**src/rtl/skin_bbox_detect.sv**
```systemverilog
// Skin-tone classifier for the gesture pipeline. It thresholds Cb/Cr to produce a binary image one
// cycle later, and it latches each frame's skin bounding box and pixel count at the vsync rising edge.
module skin_bbox_detect #(
  parameter int H_W        = 11,
  parameter int V_W        = 11,
  parameter int CNT_W      = 20,
  parameter int CB_MIN     = 77,
  parameter int CB_MAX     = 127,
  parameter int CR_MIN     = 133,
  parameter int CR_MAX     = 173,
  parameter int MIN_PIXELS = 64
) (
  input  logic             clk,
  input  logic             rst_n,
  input  logic             ycbcr_vsync,
  input  logic             ycbcr_clken,
  input  logic             ycbcr_valid,
  input  logic [23:0]      ycbcr_data,
  output logic             bin_vsync,
  output logic             bin_clken,
  output logic             bin_valid,
  output logic [23:0]      bin_data,
  output logic             frame_done,
  output logic             box_valid,
  output logic [H_W-1:0]   box_x_min,
  output logic [H_W-1:0]   box_x_max,
  output logic [V_W-1:0]   box_y_min,
  output logic [V_W-1:0]   box_y_max,
  output logic [CNT_W-1:0] skin_cnt
);

  localparam logic [7:0]       CB_LO   = 8'(CB_MIN);
  localparam logic [7:0]       CB_HI   = 8'(CB_MAX);
  localparam logic [7:0]       CR_LO   = 8'(CR_MIN);
  localparam logic [7:0]       CR_HI   = 8'(CR_MAX);
  localparam logic [CNT_W-1:0] MIN_CNT = CNT_W'(MIN_PIXELS);
  localparam logic [H_W-1:0]   X_ONES  = '1;
  localparam logic [V_W-1:0]   Y_ONES  = '1;
  localparam logic [CNT_W-1:0] C_ONES  = '1;

  logic [7:0] cb, cr;
  logic       accepted, is_skin, frame_start, line_end;
  logic       unused_luma;

  logic             bin_vsync_q,  bin_vsync_d;
  logic             bin_clken_q,  bin_clken_d;
  logic             bin_valid_q,  bin_valid_d;
  logic [23:0]      bin_data_q,   bin_data_d;
  logic             frame_done_q, frame_done_d;
  logic             box_valid_q,  box_valid_d;
  logic [H_W-1:0]   box_x_min_q,  box_x_min_d;
  logic [H_W-1:0]   box_x_max_q,  box_x_max_d;
  logic [V_W-1:0]   box_y_min_q,  box_y_min_d;
  logic [V_W-1:0]   box_y_max_q,  box_y_max_d;
  logic [CNT_W-1:0] skin_cnt_q,   skin_cnt_d;
  logic [H_W-1:0]   x_q,          x_d;
  logic [V_W-1:0]   y_q,          y_d;
  logic [CNT_W-1:0] run_cnt_q,    run_cnt_d;
  logic [H_W-1:0]   run_x_min_q,  run_x_min_d;
  logic [H_W-1:0]   run_x_max_q,  run_x_max_d;
  logic [V_W-1:0]   run_y_min_q,  run_y_min_d;
  logic [V_W-1:0]   run_y_max_q,  run_y_max_d;

  // Luma does not take part in the skin decision.
  assign unused_luma = ^ycbcr_data[23:16];
  assign cb          = ycbcr_data[15:8];
  assign cr          = ycbcr_data[7:0];

  always_comb begin
    // NOTE: every variable gets a default first, so no path through the block can infer a latch.
    bin_vsync_d  = ycbcr_vsync;
    bin_clken_d  = ycbcr_clken;
    bin_valid_d  = ycbcr_valid;
    box_valid_d  = box_valid_q;
    box_x_min_d  = box_x_min_q;
    box_x_max_d  = box_x_max_q;
    box_y_min_d  = box_y_min_q;
    box_y_max_d  = box_y_max_q;
    skin_cnt_d   = skin_cnt_q;
    x_d          = x_q;
    y_d          = y_q;
    run_cnt_d    = run_cnt_q;
    run_x_min_d  = run_x_min_q;
    run_x_max_d  = run_x_max_q;
    run_y_min_d  = run_y_min_q;
    run_y_max_d  = run_y_max_q;

    accepted     = ycbcr_clken && ycbcr_valid;
    is_skin      = accepted && (cb >= CB_LO) && (cb <= CB_HI) && (cr >= CR_LO) && (cr <= CR_HI);
    frame_start  = ycbcr_vsync && !bin_vsync_q;
    line_end     = bin_valid_q && !ycbcr_valid;
    bin_data_d   = is_skin ? 24'hFFFFFF : 24'h000000;
    frame_done_d = frame_start;

    if (frame_start) begin
      // The pixel in this cycle (if any) is binarized only and belongs to neither frame.
      skin_cnt_d = run_cnt_q;
      if (run_cnt_q >= MIN_CNT) begin
        box_valid_d = 1'b1;
        box_x_min_d = run_x_min_q;
        box_x_max_d = run_x_max_q;
        box_y_min_d = run_y_min_q;
        box_y_max_d = run_y_max_q;
      end else begin
        box_valid_d = 1'b0;
        box_x_min_d = '0;
        box_x_max_d = '0;
        box_y_min_d = '0;
        box_y_max_d = '0;
      end
      x_d         = '0;
      y_d         = '0;
      run_cnt_d   = '0;
      run_x_min_d = '1;
      run_x_max_d = '0;
      run_y_min_d = '1;
      run_y_max_d = '0;
    end else begin
      if (line_end) begin
        x_d = '0;
        if (y_q != Y_ONES) y_d = y_q + V_W'(1);
      end else if (accepted && (x_q != X_ONES)) begin
        x_d = x_q + H_W'(1);
      end
      if (is_skin) begin
        if (x_q < run_x_min_q) run_x_min_d = x_q;
        if (x_q > run_x_max_q) run_x_max_d = x_q;
        if (y_q < run_y_min_q) run_y_min_d = y_q;
        if (y_q > run_y_max_q) run_y_max_d = y_q;
        if (run_cnt_q != C_ONES) run_cnt_d = run_cnt_q + CNT_W'(1);
      end
    end
  end

  always_ff @(posedge clk) begin
    // NOTE: state uses non-blocking assignments so every flop samples pre-edge values.
    if (!rst_n) begin
      bin_vsync_q  <= 1'b0;
      bin_clken_q  <= 1'b0;
      bin_valid_q  <= 1'b0;
      bin_data_q   <= '0;
      frame_done_q <= 1'b0;
      box_valid_q  <= 1'b0;
      box_x_min_q  <= '0;
      box_x_max_q  <= '0;
      box_y_min_q  <= '0;
      box_y_max_q  <= '0;
      skin_cnt_q   <= '0;
      x_q          <= '0;
      y_q          <= '0;
      run_cnt_q    <= '0;
      run_x_min_q  <= '1;
      run_x_max_q  <= '0;
      run_y_min_q  <= '1;
      run_y_max_q  <= '0;
    end else begin
      bin_vsync_q  <= bin_vsync_d;
      bin_clken_q  <= bin_clken_d;
      bin_valid_q  <= bin_valid_d;
      bin_data_q   <= bin_data_d;
      frame_done_q <= frame_done_d;
      box_valid_q  <= box_valid_d;
      box_x_min_q  <= box_x_min_d;
      box_x_max_q  <= box_x_max_d;
      box_y_min_q  <= box_y_min_d;
      box_y_max_q  <= box_y_max_d;
      skin_cnt_q   <= skin_cnt_d;
      x_q          <= x_d;
      y_q          <= y_d;
      run_cnt_q    <= run_cnt_d;
      run_x_min_q  <= run_x_min_d;
      run_x_max_q  <= run_x_max_d;
      run_y_min_q  <= run_y_min_d;
      run_y_max_q  <= run_y_max_d;
    end
  end

  assign bin_vsync  = bin_vsync_q;
  assign bin_clken  = bin_clken_q;
  assign bin_valid  = bin_valid_q;
  assign bin_data   = bin_data_q;
  assign frame_done = frame_done_q;
  assign box_valid  = box_valid_q;
  assign box_x_min  = box_x_min_q;
  assign box_x_max  = box_x_max_q;
  assign box_y_min  = box_y_min_q;
  assign box_y_max  = box_y_max_q;
  assign skin_cnt   = skin_cnt_q;

endmodule

```
**config.mk**
```make
export PLATFORM = sky130hd
export DESIGN_NAME = skin_bbox_detect
export DESIGN_NICKNAME = d
export VERILOG_FILES = /design/src/rtl/skin_bbox_detect.sv
export SDC_FILE = /design/constraint.sdc
export NUM_CORES = 1
export LEC_CHECK = 0
export CAP_MARGIN = 40
export CORE_ASPECT_RATIO = 1.5
export CORE_MARGIN = 5
export CORE_UTILIZATION = 59
export CTS_BUF_LIST = sky130_fd_sc_hd__clkbuf_4 sky130_fd_sc_hd__clkbuf_8
export DETAILED_ROUTE_END_ITERATION = 6
export PLACE_DENSITY = 0.87
export SKIP_LAST_GASP = 1
export SLEW_MARGIN = 20
export SYNTH_ARGS = -nofsm -noshare
export SYNTH_HDL_FRONTEND = slang
export SYNTH_SLANG_ARGS = --single-unit
```
**constraint.sdc**
```tcl
create_clock -name clk -period 6.1 [get_ports clk]
set_input_delay 1.83 -clock clk [delete_from_list [all_inputs] [get_ports clk]]
set_output_delay 1.83 -clock clk [all_outputs]
set_load 0.005 [all_outputs]
```
# Word-level counts from Yosys, hierarchy flattened
# Index checks and enable logic that the tools add are counted.
# classes
n_mux	6
n_eq_ne	3
n_reduce_logical	18
n_bitwise	1
n_addsub	3
magnitude_cmp	9
# ops
cell	count
$mux 11	4
$mux 24	1
$add 11x1->11 const B	2
$gt 11x11->1	2
$lt 11x11->1	2
$ne 11x11->1 const B	2
$add 20x1->20 const B	1
$ge 20x7->1 const B	1
$ne 20x20->1 const B	1
$reduce_and 2->1	6
$ge 8x7->1 const B	1
$ge 8x8->1 const B	1
$le 8x7->1 const B	1
$le 8x8->1 const B	1
$logic_and 1x1->1	8
$reduce_or 3->1	1
$logic_not 1->1	2
$reduce_or 2->1	1
$mux 1	1
$not 1->1	1
# word_totals
in_bits	29
reg_bits	179
word_cells	58
output_inout_bits	93

# Logic depth before layout (Yosys ltp)
# depth
ltp_word	6
mapped_depth	9

# Least setup slack after synthesis
# Ideal clock, no wire load.
# synth_path
kind	in2reg
startpoint	input ycbcr_data[5]
endpoint	register run_y_min_q[2]
arrival_time_ps	3187
required_ps	5979
slack_ps	2792
cell_stages	6
cell_sequence	and2_1 nor4_4 nand3_1 or4_4 buf_6 mux2i_1
# synth_between
elab_chain_cells	4
# synth_rtl
item	line	rtl
from (decl)	18	input logic [23:0] ycbcr_data,
$ge 8x8->1	89	is_skin = accepted && (cb >= CB_LO) && (cb <= CB_HI) && (cr >= CR_LO) && (cr <= CR_HI);
$logic_and 1x1->1	89	
$logic_and 1x1->1 (*)	89	
$reduce_and 2->1 (no source line) (*)	--	
to (signal assigned)	173	run_y_min_q <= run_y_min_d;
to (decl)	61	logic [V_W-1:0] run_y_min_q, run_y_min_d;
# Every way passes the cells marked *; elsewhere a longest branch is shown, timed or not.
# A chain may end at the register's enable or synchronous reset.

# Worst setup path after layout
# layout_path
startpoint	input ycbcr_valid
endpoint	register run_y_max_q[2]
# layout_between
elab_chain_cells	6
# layout_rtl
item	line	rtl
from (decl)	17	input logic ycbcr_valid,
$logic_and 1x1->1	88	accepted = ycbcr_clken && ycbcr_valid;
$logic_and 1x1->1 (4 in a row)	89	
$reduce_and 2->1 (no source line)	--	
to (signal assigned)	174	run_y_max_q <= run_y_max_d;
to (decl)	62	logic [V_W-1:0] run_y_max_q, run_y_max_d;
# Every way passes these cells.

==> impl_metrics.json <==
{
  "synth-edff-count": 0,
  "r2r.worst_path.cells": 7,
  "maxSlewHeadroom_pct": 42.7,
  "antenna_cells_inserted": 0,
  "cp.arrival_ns": 4.32,
  "path_cells": "clkdlybuf4s50_1 -> nand2_2 -> or4_1 -> nor4_1 -> o41ai_2 -> buf_4 -> mux2i_1",
  "setup_tns_ns": 0,
  "first_pass_grt_wire_length_um": 30000,
  "die-area_um2": 14700,
  "area_delta_synth_final_pct": 19.5,
  "cts_inserted_buffers": 17,
  "number_of_buffers_inserted_to_repair_setup_after_cts": 0,
  "detailedRoute.firstPassIterationCount": 5,
  "setup_viol": 0,
  "final-max-slew-violation-count": 0,
  "cts_max_level": 4,
  "async_reset_ff_share_pct": 0,
  "detailedPlacementHpwl_um": 13000,
  "io_buffers": 113,
  "highest_clock_rate_ghz": 0.251,
  "p_leak_nw": 3.47,
  "tritoncts_clock_tree": "done",
  "synth_fp_nets": 876,
  "worst-slew-pin-transition_ns": 0.855,
  "crit_fanout": 11,
  "via_to_cell_ratio": 6.26,
  "timing.rr.start": "y_q[6]",
  "run_status": "completed",
  "first_global_vias": 6382,
  "worstReg2RegEnd": "run_y_max_q[2]",
  "finalHoldWorstSlack_ns": 0.469,
  "chipHeight_um": 146,
  "netlist_area_um2": 7270,
  "cp-end-kind": "flop",
  "drt-wirelength-per-cell_um": 17.4,
  "core_region_area_um2": 12000,
  "comb_power_share_pct": 3.8,
  "hold-path-cell-count": 1,
  "power_frac_clock_pct": 40.6,
  "min-delay-path-class": "reg -> reg",
  "yosys_most_used_dff": "sky130_fd_sc_hd__dfxtp_1",
  "share_of_post_route_cells_with_drive_strength_above_1_pct": 5.54,
  "final-hold-violation-count": 0,
  "cellInternalPower_mw": 1.39,
  "hold_path.startpoint": "box_valid",
  "fin_skew_ns": 0.0121,
  "antenna_found_initial": 0,
  "worst_hold_path.endpoint": "box_valid",
  "critical-path-max-stage-delay_ns": 0.67,
  "clockRootBuffer": "sky130_fd_sc_hd__clkbuf_8",
  "p_switching_mw": 0.454,
  "grt_max_degree": 68,
  "layout.core_utilization_pct": 72.3,
  "drt-total-wl_um": 18000,
  "cts.sink_count": 156,
  "dr.first_iter.drc_count": 442,
  "timing.max_cap.violations": 0,
  "worstSetupStartpointType": "primary input",
  "critPathTopFamily": "simple AND/OR/NAND/NOR gates",
  "synthesized_flop_and_latch_total": 156,
  "setup.worst_path.class": "in -> reg",
  "gr-total-overflow": 0,
  "placed_cells": 1005,
  "num_rows": 49,
  "pwr-share-seq_pct": 55.6,
  "swShare_pct": 24.7,
  "critical_path_required_ns": 6.44,
  "synth_cells": 801,
  "cts.clk_slew.worst_paths_ns": 0.09,
  "design.final.nets": 947,
  "post-route-period-util_pct": 65.3,
  "clock_latency_ns": 0.45,
  "effective_utilization_at_floorplan_pct": 60.5,
  "synth.yosys.seq_area_share_pct": 42.9,
  "syn_area_per_cell_um2": 9.08,
  "layout.cells.most_common": "sky130_fd_sc_hd__dfxtp_1",
  "cts.path.max_buffers": 2,
  "layout.cells.most_common_list": "sky130_fd_sc_hd__dfxtp_1, sky130_fd_sc_hd__clkdlybuf4s50_1, sky130_fd_sc_hd__a22o_1",
  "cts.hold.buffers_added": 0,
  "ys_warn_count": 0,
  "ant_nets": 0,
  "drc_violation_count_after_routing": 0,
  "total_power_divided_by_cell_area_nw_per_um2": 212,
  "postCtsResizedCells": 0,
  "rsz0062_at_grt": "no",
  "cp_num_buf_inv": 2,
  "min_period_ns": 3.99,
  "vdd_drop_max_mv": 0.168,
  "groute.usage.overall_pct": 24.7,
  "fp.dieW_um": 101,
  "critical-path-slowest-cell": "sky130_fd_sc_hd__nor4_1",
  "final-instance-count-excl-fill": 1038,
  "gp_routability_congestion": 0.947,
  "ys_types": 49,
  "ff2ff_setup_slack_ns": 3.70,
  "num_vias": 6502,
  "floorplan.io_pins": 122
}
-- flip-flops by register name (all words and copies together) (netlist names) --
register	flops
run_y_min_q	11
run_cnt_q	20
x_q	11
bin_valid	1
run_x_min_q	11
y_q	11
frame_done	1
box_valid	1
box_x_max	11
run_y_max_q	11
bin_data	1
skin_cnt	20
box_x_min	11
run_x_max_q	11
box_y_max	11
bin_vsync	1
box_y_min	11
bin_clken	1
-- per-layer routing --
| layer | GRT usage [%] | wire length, µm |
|---|---|---|
| met5 | 0 | 0 |
| met2 | 41.5 | 9130 |
| met3 | 5.13 | 1310 |
| met4 | 12.1 | 691 |
| met1 | 29.3 | 6910 |
-- stage by stage --
stage                     total power, mW  setup WS (ns)  instance area (µm²)
after detailed placement             1.12           1.73                 8300
after CTS                            1.85           2.20                 8680
after global routing                 1.90           2.06                 8690
final                                1.84           2.11                 8690
after global placement               1.11           1.83                 8280
after floorplan                      1.09           2.79                 7270
-- cell type report --
type	instances	area, µm²
Tap cell	153	191
Clock buffer	18	248
Multi-Input combinational cell	526	3600
Timing Repair Buffer	123	1200
Fill cell	902	3330
Inverter	48	180
Clock inverter	14	138
Sequential cell	156	3120
-- power groups by stage --
stage	clock network, mW	logic [mW]	registers [mW]
floorplan	0	0.0417	1.05
global route	0.797	0.0764	1.02
global placement	0	0.0668	1.05
finish	0.747	0.0701	1.02
detailed placement	0	0.0697	1.05
CTS	0.755	0.0699	1.02
-- how the worst max path moves through the flow --
| stage | startpoint | to | slack, ns | cells after the start |
|---|---|---|---|---|
| 6_report | ycbcr_valid | run_y_max_q[2] | 2.11 | 7 |
| 5_1_grt | rst_n | box_y_min[2] | 2.06 | 7 |
| 4_1_cts | rst_n | box_y_max[1] | 2.20 | 7 |
| 3_5_place_dp | rst_n | box_y_min[6] | 1.73 | 7 |
| 3_3_place_gp | ycbcr_valid | run_y_max_q[5] | 1.83 | 7 |
| 2_1_floorplan | ycbcr_data[5] | run_y_min_q[2] | 2.79 | 6 |
-- kinds of logic (layout without fill, tap and decap cells) --
logic type	after synthesis	after routing	synth area share, %
XOR/XNOR	11	11	1.32
flip-flops	156	156	42.9
AND/OR/NAND/NOR	252	252	18.2
adder cells (fa/ha/maj)	46	46	7.91
AO/OA/AOI/OAI	192	192	18.5
buffers and inverters	119	203	7.71
multiplexers	25	25	3.44
-- synth_stat cells (6+ instances only) --
cell type	instances	area, µm²
sky130_fd_sc_hd__nor3_1	7	35.0
sky130_fd_sc_hd__nand3_1	50	250
sky130_fd_sc_hd__ha_1	46	576
sky130_fd_sc_hd__nand2b_1	7	43.8
sky130_fd_sc_hd__nor2_1	47	176
sky130_fd_sc_hd__mux2i_1	25	250
sky130_fd_sc_hd__nand4_1	27	169
sky130_fd_sc_hd__a211oi_1	6	45.0
sky130_fd_sc_hd__o21ai_0	34	170
sky130_fd_sc_hd__xnor2_1	9	78.8
sky130_fd_sc_hd__or3_1	9	56.3
sky130_fd_sc_hd__and4_1	8	70.1
sky130_fd_sc_hd__dfxtp_1	156	3120
sky130_fd_sc_hd__inv_1	48	180
sky130_fd_sc_hd__and2_1	7	43.8
sky130_fd_sc_hd__a22o_1	65	569
sky130_fd_sc_hd__nand2_1	52	195
sky130_fd_sc_hd__buf_4	23	173
sky130_fd_sc_hd__a21oi_1	47	235
sky130_fd_sc_hd__clkbuf_1	35	131
sky130_fd_sc_hd__buf_2	10	50.1
sky130_fd_sc_hd__nor4_1	12	75.1
sky130_fd_sc_hd__o31ai_1	18	135
sky130_fd_sc_hd__or4_1	10	75.1
Note: power is estimated with default switching activity, not from simulation.
